--- config.mk ---
export PLATFORM = sky130hd
export DESIGN_NAME = cpu_control
export DESIGN_NICKNAME = d
export VERILOG_FILES = /design/src/rtl/cpu_pkg.sv /design/src/rtl/cpu_step_counter.sv /design/src/rtl/cpu_control.sv
export SDC_FILE = /design/constraint.sdc
export NUM_CORES = 1
export LEC_CHECK = 0
export CORE_AREA = 2 2 39 41
export CTS_BUF_LIST = sky130_fd_sc_hd__clkbuf_16
export DETAILED_ROUTE_END_ITERATION = 12
export DIE_AREA = 0 0 41 43
export GPL_TIMING_DRIVEN = 0
export PLACE_DENSITY = 0.73
export RECOVER_POWER = 50
export SLEW_MARGIN = 5
export SYNTH_ARGS = -nofsm -noshare
export SYNTH_HDL_FRONTEND = slang
export SYNTH_SLANG_ARGS = --single-unit
--- constraint.sdc ---
create_clock -name clk -period 1.62 [get_ports clk]
set_input_delay 0.324 -clock clk [delete_from_list [all_inputs] [get_ports clk]]
set_output_delay 0.324 -clock clk [all_outputs]
set_load 0.02 [all_outputs]
--- src/rtl/cpu_pkg.sv ---
// Shared types for the SAP-style control unit: opcodes, micro-steps and the control word.
// Control word bits map one-to-one onto the cpu_control output ports.
package cpu_pkg;

   typedef enum logic [3:0] {
      OP_NOP = 4'h0,
      OP_LDA = 4'h1,
      OP_ADD = 4'h2,
      OP_SUB = 4'h3,
      OP_STA = 4'h4,
      OP_LDI = 4'h5,
      OP_JMP = 4'h6,
      OP_JC  = 4'h7,
      OP_JZ  = 4'h8,
      OP_OUT = 4'hE,
      OP_HLT = 4'hF
   } opcode_e;

   typedef enum logic [2:0] {
      T0 = 3'd0,
      T1 = 3'd1,
      T2 = 3'd2,
      T3 = 3'd3,
      T4 = 3'd4
   } step_e;

   typedef struct packed {
      logic clk_halt;
      logic pc_inc;
      logic pc_jump;
      logic pc_out;
      logic a_reg_read_from_bus;
      logic a_reg_write_to_bus;
      logic b_reg_read_from_bus;
      logic b_reg_write_to_bus;
      logic i_reg_read_from_bus;
      logic i_reg_write_to_bus;
      logic mar_read_from_bus;
      logic ram_read_from_bus;
      logic ram_write_to_bus;
      logic alu_out;
      logic alu_subtract;
      logic alu_flags_in;
      logic out_en;
   } ctrl_t;

   localparam ctrl_t CTRL_NONE = '0;

   localparam ctrl_t FETCH_T0 = '{pc_out: 1'b1, mar_read_from_bus: 1'b1, default: 1'b0};

   localparam ctrl_t FETCH_T1 = '{ram_write_to_bus: 1'b1, i_reg_read_from_bus: 1'b1,
                                  pc_inc: 1'b1, default: 1'b0};

endpackage

--- src/rtl/cpu_step_counter.sv ---
// Micro-step counter T0..T4 with sticky halt; advances every rising clk, frozen at T2 once halted.
// Asynchronous active-low reset returns to T0 and clears halt.
module cpu_step_counter
   import cpu_pkg::*;
(
   input  logic  clk,
   input  logic  rst,
   input  logic  hlt_req,
   output step_e step,
   output logic  halted
);

   step_e step_q, step_d;
   logic  halted_q, halted_d;

   always_comb begin
      step_d   = step_q;
      halted_d = halted_q;
      if (!halted_q) begin
         case (step_q)
            T0: step_d = T1;
            T1: step_d = T2;
            // HLT parks the counter on T2 rather than advancing.
            T2: begin
               if (hlt_req) halted_d = 1'b1;
               else         step_d   = T3;
            end
            T3: step_d = T4;
            T4: step_d = T0;
            default: step_d = T0;
         endcase
      end
   end

   always_ff @(posedge clk or negedge rst) begin
      if (!rst) begin
         step_q   <= T0;
         halted_q <= 1'b0;
      end else begin
         step_q   <= step_d;
         halted_q <= halted_d;
      end
   end

   assign step   = step_q;
   assign halted = halted_q;

endmodule

--- src/rtl/cpu_control.sv ---
// Microcoded control unit: decodes opcode + micro-step (+ latched flags) into one-hot control lines.
// Outputs are combinational; all forced low while rst is low, only clk_halt while halted.
module cpu_control
   import cpu_pkg::*;
(
   input  logic       clk,
   input  logic       rst,
   input  logic [3:0] instruction,
   input  logic       alu_carry,
   input  logic       alu_zero,
   output logic       clk_halt,
   output logic       pc_inc,
   output logic       pc_jump,
   output logic       pc_out,
   output logic       a_reg_read_from_bus,
   output logic       a_reg_write_to_bus,
   output logic       b_reg_read_from_bus,
   output logic       b_reg_write_to_bus,
   output logic       i_reg_read_from_bus,
   output logic       i_reg_write_to_bus,
   output logic       mar_read_from_bus,
   output logic       ram_read_from_bus,
   output logic       ram_write_to_bus,
   output logic       alu_out,
   output logic       alu_subtract,
   output logic       alu_flags_in,
   output logic       out_en
);

   step_e step;
   logic  halted;
   ctrl_t ctrl;

   cpu_step_counter u_step_counter (
      .clk     (clk),
      .rst     (rst),
      .hlt_req (instruction == OP_HLT),
      .step    (step),
      .halted  (halted)
   );

   always_comb begin
      ctrl = CTRL_NONE;
      if (!rst) begin
         ctrl = CTRL_NONE;
      end else if (halted) begin
         ctrl.clk_halt = 1'b1;
      end else begin
         case (step)
            T0: ctrl = FETCH_T0;
            T1: ctrl = FETCH_T1;
            T2: begin
               case (instruction)
                  OP_LDA, OP_ADD, OP_SUB, OP_STA: begin
                     ctrl.i_reg_write_to_bus = 1'b1;
                     ctrl.mar_read_from_bus  = 1'b1;
                  end
                  OP_LDI: begin
                     ctrl.i_reg_write_to_bus  = 1'b1;
                     ctrl.a_reg_read_from_bus = 1'b1;
                  end
                  OP_JMP: begin
                     ctrl.i_reg_write_to_bus = 1'b1;
                     ctrl.pc_jump            = 1'b1;
                  end
                  // Conditional jumps follow the live flag value within the cycle.
                  OP_JC: begin
                     ctrl.i_reg_write_to_bus = alu_carry;
                     ctrl.pc_jump            = alu_carry;
                  end
                  OP_JZ: begin
                     ctrl.i_reg_write_to_bus = alu_zero;
                     ctrl.pc_jump            = alu_zero;
                  end
                  OP_OUT: begin
                     ctrl.a_reg_write_to_bus = 1'b1;
                     ctrl.out_en             = 1'b1;
                  end
                  OP_HLT:  ctrl.clk_halt = 1'b1;
                  default: ctrl = CTRL_NONE;
               endcase
            end
            T3: begin
               case (instruction)
                  OP_LDA: begin
                     ctrl.ram_write_to_bus    = 1'b1;
                     ctrl.a_reg_read_from_bus = 1'b1;
                  end
                  OP_ADD, OP_SUB: begin
                     ctrl.ram_write_to_bus    = 1'b1;
                     ctrl.b_reg_read_from_bus = 1'b1;
                  end
                  OP_STA: begin
                     ctrl.a_reg_write_to_bus = 1'b1;
                     ctrl.ram_read_from_bus  = 1'b1;
                  end
                  default: ctrl = CTRL_NONE;
               endcase
            end
            T4: begin
               if (instruction == OP_ADD || instruction == OP_SUB) begin
                  ctrl.alu_out             = 1'b1;
                  ctrl.a_reg_read_from_bus = 1'b1;
                  ctrl.alu_flags_in        = 1'b1;
                  ctrl.alu_subtract        = (instruction == OP_SUB);
               end
            end
            default: ctrl = CTRL_NONE;
         endcase
      end
   end

   assign clk_halt            = ctrl.clk_halt;
   assign pc_inc              = ctrl.pc_inc;
   assign pc_jump             = ctrl.pc_jump;
   assign pc_out              = ctrl.pc_out;
   assign a_reg_read_from_bus = ctrl.a_reg_read_from_bus;
   assign a_reg_write_to_bus  = ctrl.a_reg_write_to_bus;
   assign b_reg_read_from_bus = ctrl.b_reg_read_from_bus;
   assign b_reg_write_to_bus  = ctrl.b_reg_write_to_bus;
   assign i_reg_read_from_bus = ctrl.i_reg_read_from_bus;
   assign i_reg_write_to_bus  = ctrl.i_reg_write_to_bus;
   assign mar_read_from_bus   = ctrl.mar_read_from_bus;
   assign ram_read_from_bus   = ctrl.ram_read_from_bus;
   assign ram_write_to_bus    = ctrl.ram_write_to_bus;
   assign alu_out             = ctrl.alu_out;
   assign alu_subtract        = ctrl.alu_subtract;
   assign alu_flags_in        = ctrl.alu_flags_in;
   assign out_en              = ctrl.out_en;

endmodule

==> out/results.ini, run 1 <==
[synthesis]
synth-seq-cells=4
ys_types=31
synthCells=65
ys_warn_count=0
synthTopCellsByArea=dfrtp_1 22%, o21ai_0 8.6%, nand2_1 5.6%, buf_4 4.8%, nor2_1 4.8%
avgSynthCellArea_um2=7.16
yosysSeqAreaShare_pct=21.5
synth_nets=73
synth_top_cell_by_area=dfrtp_1
synth_area_um2=465
synth_top_area_share_pct=21.5

[die]
fp-row-count=14
start_util_pct=33.6
pin_count=25
die_w_um=41
coreArea_um2=1380
dieArea_um2=1760
fp.dieH_um=43

[cts]
htree_levels=1
cts_tree=done
clk_latency_ps=220
clk_pin_slew_ps=30
cts.sinks=4
ctsHoldBuffers=0
root_buffer=clkbuf_16
cts_buffers=3
cts_buffer_depth=2

[grt]
grt_pass1_vias=510
track_usage_pct=18.5
overflow=0
grt_first_pass_wirelength_mm=2.28
grt_start_max_net_pins=12
grt_antenna_before_repair=0

[setup_path]
crit_required_ps=1300
reg2reg_from=u_step_counter.halted
reg2reg_slack_ps=560
timing_worst_setup_path_type=reg2out
startpoint=u_step_counter.halted
arrival_ps=1440
end_kind=output pin
reg2reg_depth=4
timing.rr.end=u_step_counter.step[1]
crit_path_start_kind=flop
critPathMaxFanout=4

[timing]
setup_viol=15
clock-skew-final_ps=1.37
rsz0062_at_grt=true
fmax_mhz=568
slew_violations=0
whs_ps=69.7
fin_crit_ps=1760
timing.final.crit_share_pct=109
fin_ws_ps=-142
final-hold-violation-count=0
finalSetupTns_ps=-1020

[place]
dp.cells=102
gp_congestion=0.730
placed_area_um2=727
hpwl_um=917
port_buffers=21

[layout]
n_antenna_cell=0
drive_gt1_share_pct=61.5
layout.nets=114
final_cells=120
syn_to_final_growth_pct=117
fill_cells=104
final_cell_mix=25 x buf_4, 8 x buf_6, 8 x o21ai_0
finish.instance_area_um2=1010
final_common_cell=buf_4

[power_and_ir_drop]
cellLeakagePower_nw=0.464
powerDensity_nw_per_um2=1550
peakVddDrop_v=0.00102
power_mw=1.57

[status]
outcome=complete, but fails checks
violations=negative setup slack

[drt]
post_drt_wl_per_cell_um=13.4
totalWireLength_mm=1.61
vias_per_cell=5.27
dr_total_vias=632
dr.pass1.iters=4
antenna_left=0
drt_iter0_drc=10
post-route-drc-count=0

[min_path]
hold_path_class=in2async

[flow_run]
cap_violations=0

-- registers in the layout (all words and copies together), names as in the netlist --
name and flops:
u_step_counter.halted 1, u_step_counter.step 3
-- cell families (layout without fill, tap and decap cells) --
group / after synthesis / count (layout) / share of synthesized area [%]
xor gates and xnor gates: 1 / 1 / 1.88
buffers and inverters: 7 / 46 / 8.33
DFF: 4 / 4 / 21.5
other: 1 / 1 / 0.806
and+or+nand+nor: 37 / 37 / 47.9
AOI/OAI and AO/OA: 15 / 15 / 19.6
-- synthesized netlist by cell type --
library cell and number:
or3b_1 1, nor4_1 1, a41o_1 1, clkbuf_1 2, inv_1 1, nand2_1 7
and2_1 1, a21bo_1 1, or2_1 1, nand4_1 1, and3b_2 1, nand4bb_1 1
xor2_1 1, buf_2 1, o21ai_0 8, a21oi_1 3, nor3_4 1, nor3b_1 3
a311oi_1 1, conb_1 1, buf_4 3, and3_1 1, or3_1 1, nor3_1 4
o21a_1 1, nor2_1 6, dfrtp_1 4, nand4b_1 1, nand3_1 3, or3b_4 1
nand2b_1 2
-- layout make-up --
type	instances	area, µm²	share of cell area, %
multi-input cells	54	427	42.3
repair buffers	36	307	30.4
flip-flops and latches	4	104	10.3
clock buffers	3	75.1	7.43
plain buffers	6	73.8	7.31
well taps	16	20.0	1.98
inverters	1	3.75	0.372
-- how the worst max path moves through the flow --
stage,end,slack [ps],depth (start not counted)
6_report,alu_subtract,-140,4
4_1_cts,alu_subtract,-90,4
2_1_floorplan,i_reg_write_to_bus,-90,3
5_1_grt,alu_subtract,-200,4
3_3_place_gp,mar_read_from_bus,-1100,5
3_5_place_dp,mar_read_from_bus,-1090,5
-- critical path: stages (launching register included) --
cell and delay (ps):
dfrtp_2 430, nand4bb_4 250, nor3_4 230, and2_4 190, buf_6 110
-- power breakdown --
part | switching (mW) | total (mW) | internal [mW]
logic | 0.426 | 0.953 | 0.527
clock network | 0.0694 | 0.385 | 0.315
registers | 0.0701 | 0.228 | 0.158
total | 0.565 | 1.57 | 1.00
-- routing by layer --
layer / up-vias / global-route usage [%] / routed length, µm
met1: 299 / 24.0 / 729
met4: 0 / 8.00 / 29
met3: 3 / 1.57 / 72
li1: 312 / - / -
met2: 18 / 29.7 / 778
met5: - / 0 / 0
-- what timing repair did --
action                     in CTS  in global routing
setup buffers                   7                  8
resized for setup             120                  8
pin swaps                      11                  7
cloned                          0                  0
setup endpoints to repair      16                 16
-- per-stage QoR --
| stage | setup WS, ps | utilization, % |
|---|---|---|
| finish | -142 | 73.0 |
| floorplan | -87.1 | - |
| CTS | -88.5 | 65.8 |
| global route | -203 | 73.0 |
| detailed placement | -1090 | 52.5 |
| global placement | -1100 | 52.5 |
Power figures use the tool's default switching activity.
==> run 2, diff against run 1 <==
Settings changed: PLACE_DENSITY 0.73 to 0.7.
==> out/results.ini, run 2 (synthesis gave the netlist of run 1 again) <==
[layout]
drive_gt1_share_pct=57.6  ; was 61.5%
utilization_pct=66.1  ; was 73.0%
n_antenna_cell=0  ; unchanged
finish.instance_area_um2=915  ; was 1010 µm²
layout.nets=109  ; was 114
final_cells=115  ; was 120
largest_reg_flops=3  ; unchanged
final_common_cell=buf_4  ; unchanged
syn_to_final_growth_pct=96.5  ; was 117%
final_cell_mix=21 x buf_4, 8 x o21ai_0, 6 x nand2_1  ; was 25 x buf_4, 8 x buf_6, 8 x o21ai_0
fill_cells=134  ; was 104

[timing]
timing.final.crit_share_pct=106  ; was 109%
final-hold-violation-count=0  ; unchanged
fin_ws_ps=-102  ; was -142 ps
fin_crit_ps=1720  ; was 1760 ps
setup_viol=13  ; was 15
whs_ps=75.0  ; was 69.7 ps
fmax_mhz=581  ; was 568 MHz
clock-skew-final_ps=0.0651  ; was 1.37 ps
slew_violations=0  ; unchanged
rsz0062_at_grt=true  ; unchanged
finalSetupTns_ps=-721  ; was -1020 ps

[drt]
vias_per_cell=5.12  ; was 5.27
post-route-drc-count=0  ; unchanged
post_drt_wl_per_cell_um=13.6  ; was 13.4 µm
dr.pass1.iters=4  ; unchanged
antenna_left=0  ; unchanged
drt_iter0_drc=5  ; was 10
totalWireLength_mm=1.57  ; was 1.61 mm
dr_total_vias=589  ; was 632

[place]
port_buffers=21  ; unchanged
hpwl_um=926  ; was 917 µm
gp_congestion=0.718  ; was 0.730
dp.cells=102  ; unchanged
placed_area_um2=727  ; unchanged

[power_and_ir_drop]
p_int_mw=0.875  ; was 1.00 mW
p_seq_share_pct=17.3  ; was 14.6%
pwr-share-clk_pct=27.3  ; was 24.6%
switching_share_pct=36.8  ; was 36.1%
combPwrFrac_pct=55.5  ; was 60.9%
powerDensity_nw_per_um2=1510  ; was 1550 nW/µm²
p_sw_mw=0.510  ; was 0.565 mW
cellLeakagePower_nw=0.425  ; was 0.464 nW
peakVddDrop_v=0.00105  ; was 0.00102 V

[status]
violations=negative setup slack  ; unchanged
outcome=complete, but fails checks  ; unchanged

[grt]
grt_first_pass_wirelength_mm=2.29  ; was 2.28 mm
grt_start_max_net_pins=12  ; unchanged
overflow=0  ; unchanged
grt_pass1_vias=555  ; was 510
grt_antenna_before_repair=0  ; unchanged
track_usage_pct=18.4  ; was 18.5%

[cts]
cts_buffers=3  ; unchanged
cts.sinks=4  ; unchanged
clk_pin_slew_ps=30  ; about the same
htree_levels=1  ; unchanged
root_buffer=clkbuf_16  ; unchanged
cts_buffer_depth=2  ; unchanged
cts_tree=done  ; unchanged
clk_latency_ps=220  ; about the same

[die]
start_util_pct=33.6  ; unchanged
die_w_um=41  ; unchanged
dieArea_um2=1760  ; unchanged
pin_count=25  ; unchanged
coreArea_um2=1380  ; unchanged
fp.dieH_um=43  ; unchanged
fp-row-count=14  ; unchanged

[setup_path]
crit_required_ps=1300  ; about the same
arrival_ps=1400  ; was 1440 ps
timing_worst_setup_path_type=reg2out  ; unchanged
critPathMaxFanout=7  ; was 4
end_kind=output pin  ; unchanged
crit_path_start_kind=flop  ; unchanged

[min_path]
hold_path_class=in2async  ; unchanged

[flow_run]
cap_violations=0  ; unchanged

-- run 2: final timing paths --
| kind | to | cells past startpoint | slack (ps) | start |
|---|---|---|---|---|
| max | alu_subtract | 4 | -100 | u_step_counter.step[0] |
| min | u_step_counter.step[2] | 1 | 70 | rst |
| max reg2reg | u_step_counter.step[2] | 4 | 550 | u_step_counter.step[2] |
| min reg2reg | u_step_counter.step[0] | 2 | 590 | u_step_counter.halted |
| max in group asynchronous | u_step_counter.step[1] | 1 | 1300 | rst |
| min in group clk | u_step_counter.step[0] | 4 | 580 | instruction[2] |
-- run 2: routing by layer --
| layer | global-route usage [%] | vias up | share of wire, % |
|---|---|---|---|
| met1 | 23.5 | 265 | 43 |
| li1 | - | 299 | - |
| met3 | 2.09 | 4 | 5.4 |
| met4 | 8.67 | 0 | 2.3 |
| met2 | 29.1 | 21 | 49 |
| met5 | 0 | - | 0 |
-- run 2: worst max-delay path: stages, from the launching register on --
cell and delay [ps]:
dfrtp_2 440, nand4bb_4 250, nor3_4 200, and2_4 180, buf_6 110
-- run 2: per-stage QoR --
| step | total power, mW | worst slack [ps] |
|---|---|---|
| after floorplan | 0.537 | -87.1 |
| after CTS | 1.28 | -103 |
| after global placement | 0.698 | -1110 |
| after global routing | 1.46 | -177 |
| after detailed placement | 0.706 | -1150 |
| final | 1.38 | -102 |
-- run 2: repair_timing --
action | in CTS | in global routing
gates resized for setup | 105 | 12
cloned | 0 | 0
setup endpoints to repair | 16 | 16
pin swaps | 9 | 2
buffers inserted | 6 | 4
hold buffers | 0 | 0
-- run 2: power groups by stage --
stage | clock network (mW) | logic [mW] | registers (mW)
finish | 0.378 | 0.768 | 0.239
global placement | 0 | 0.479 | 0.219
floorplan | 0 | 0.331 | 0.206
detailed placement | 0 | 0.485 | 0.221
global route | 0.394 | 0.821 | 0.247
CTS | 0.387 | 0.642 | 0.246
-- run 2: final cells by class --
class	instances	area (µm²)	area share [%]
Inverter	1	3.75	0.410
Multi-Input combinational cell	54	403	44.0
Timing Repair Buffer	31	241	26.4
Sequential cell	4	105	11.5
Tap cell	16	20.0	2.19
Buffer	6	66.3	7.25
Clock buffer	3	75.1	8.21
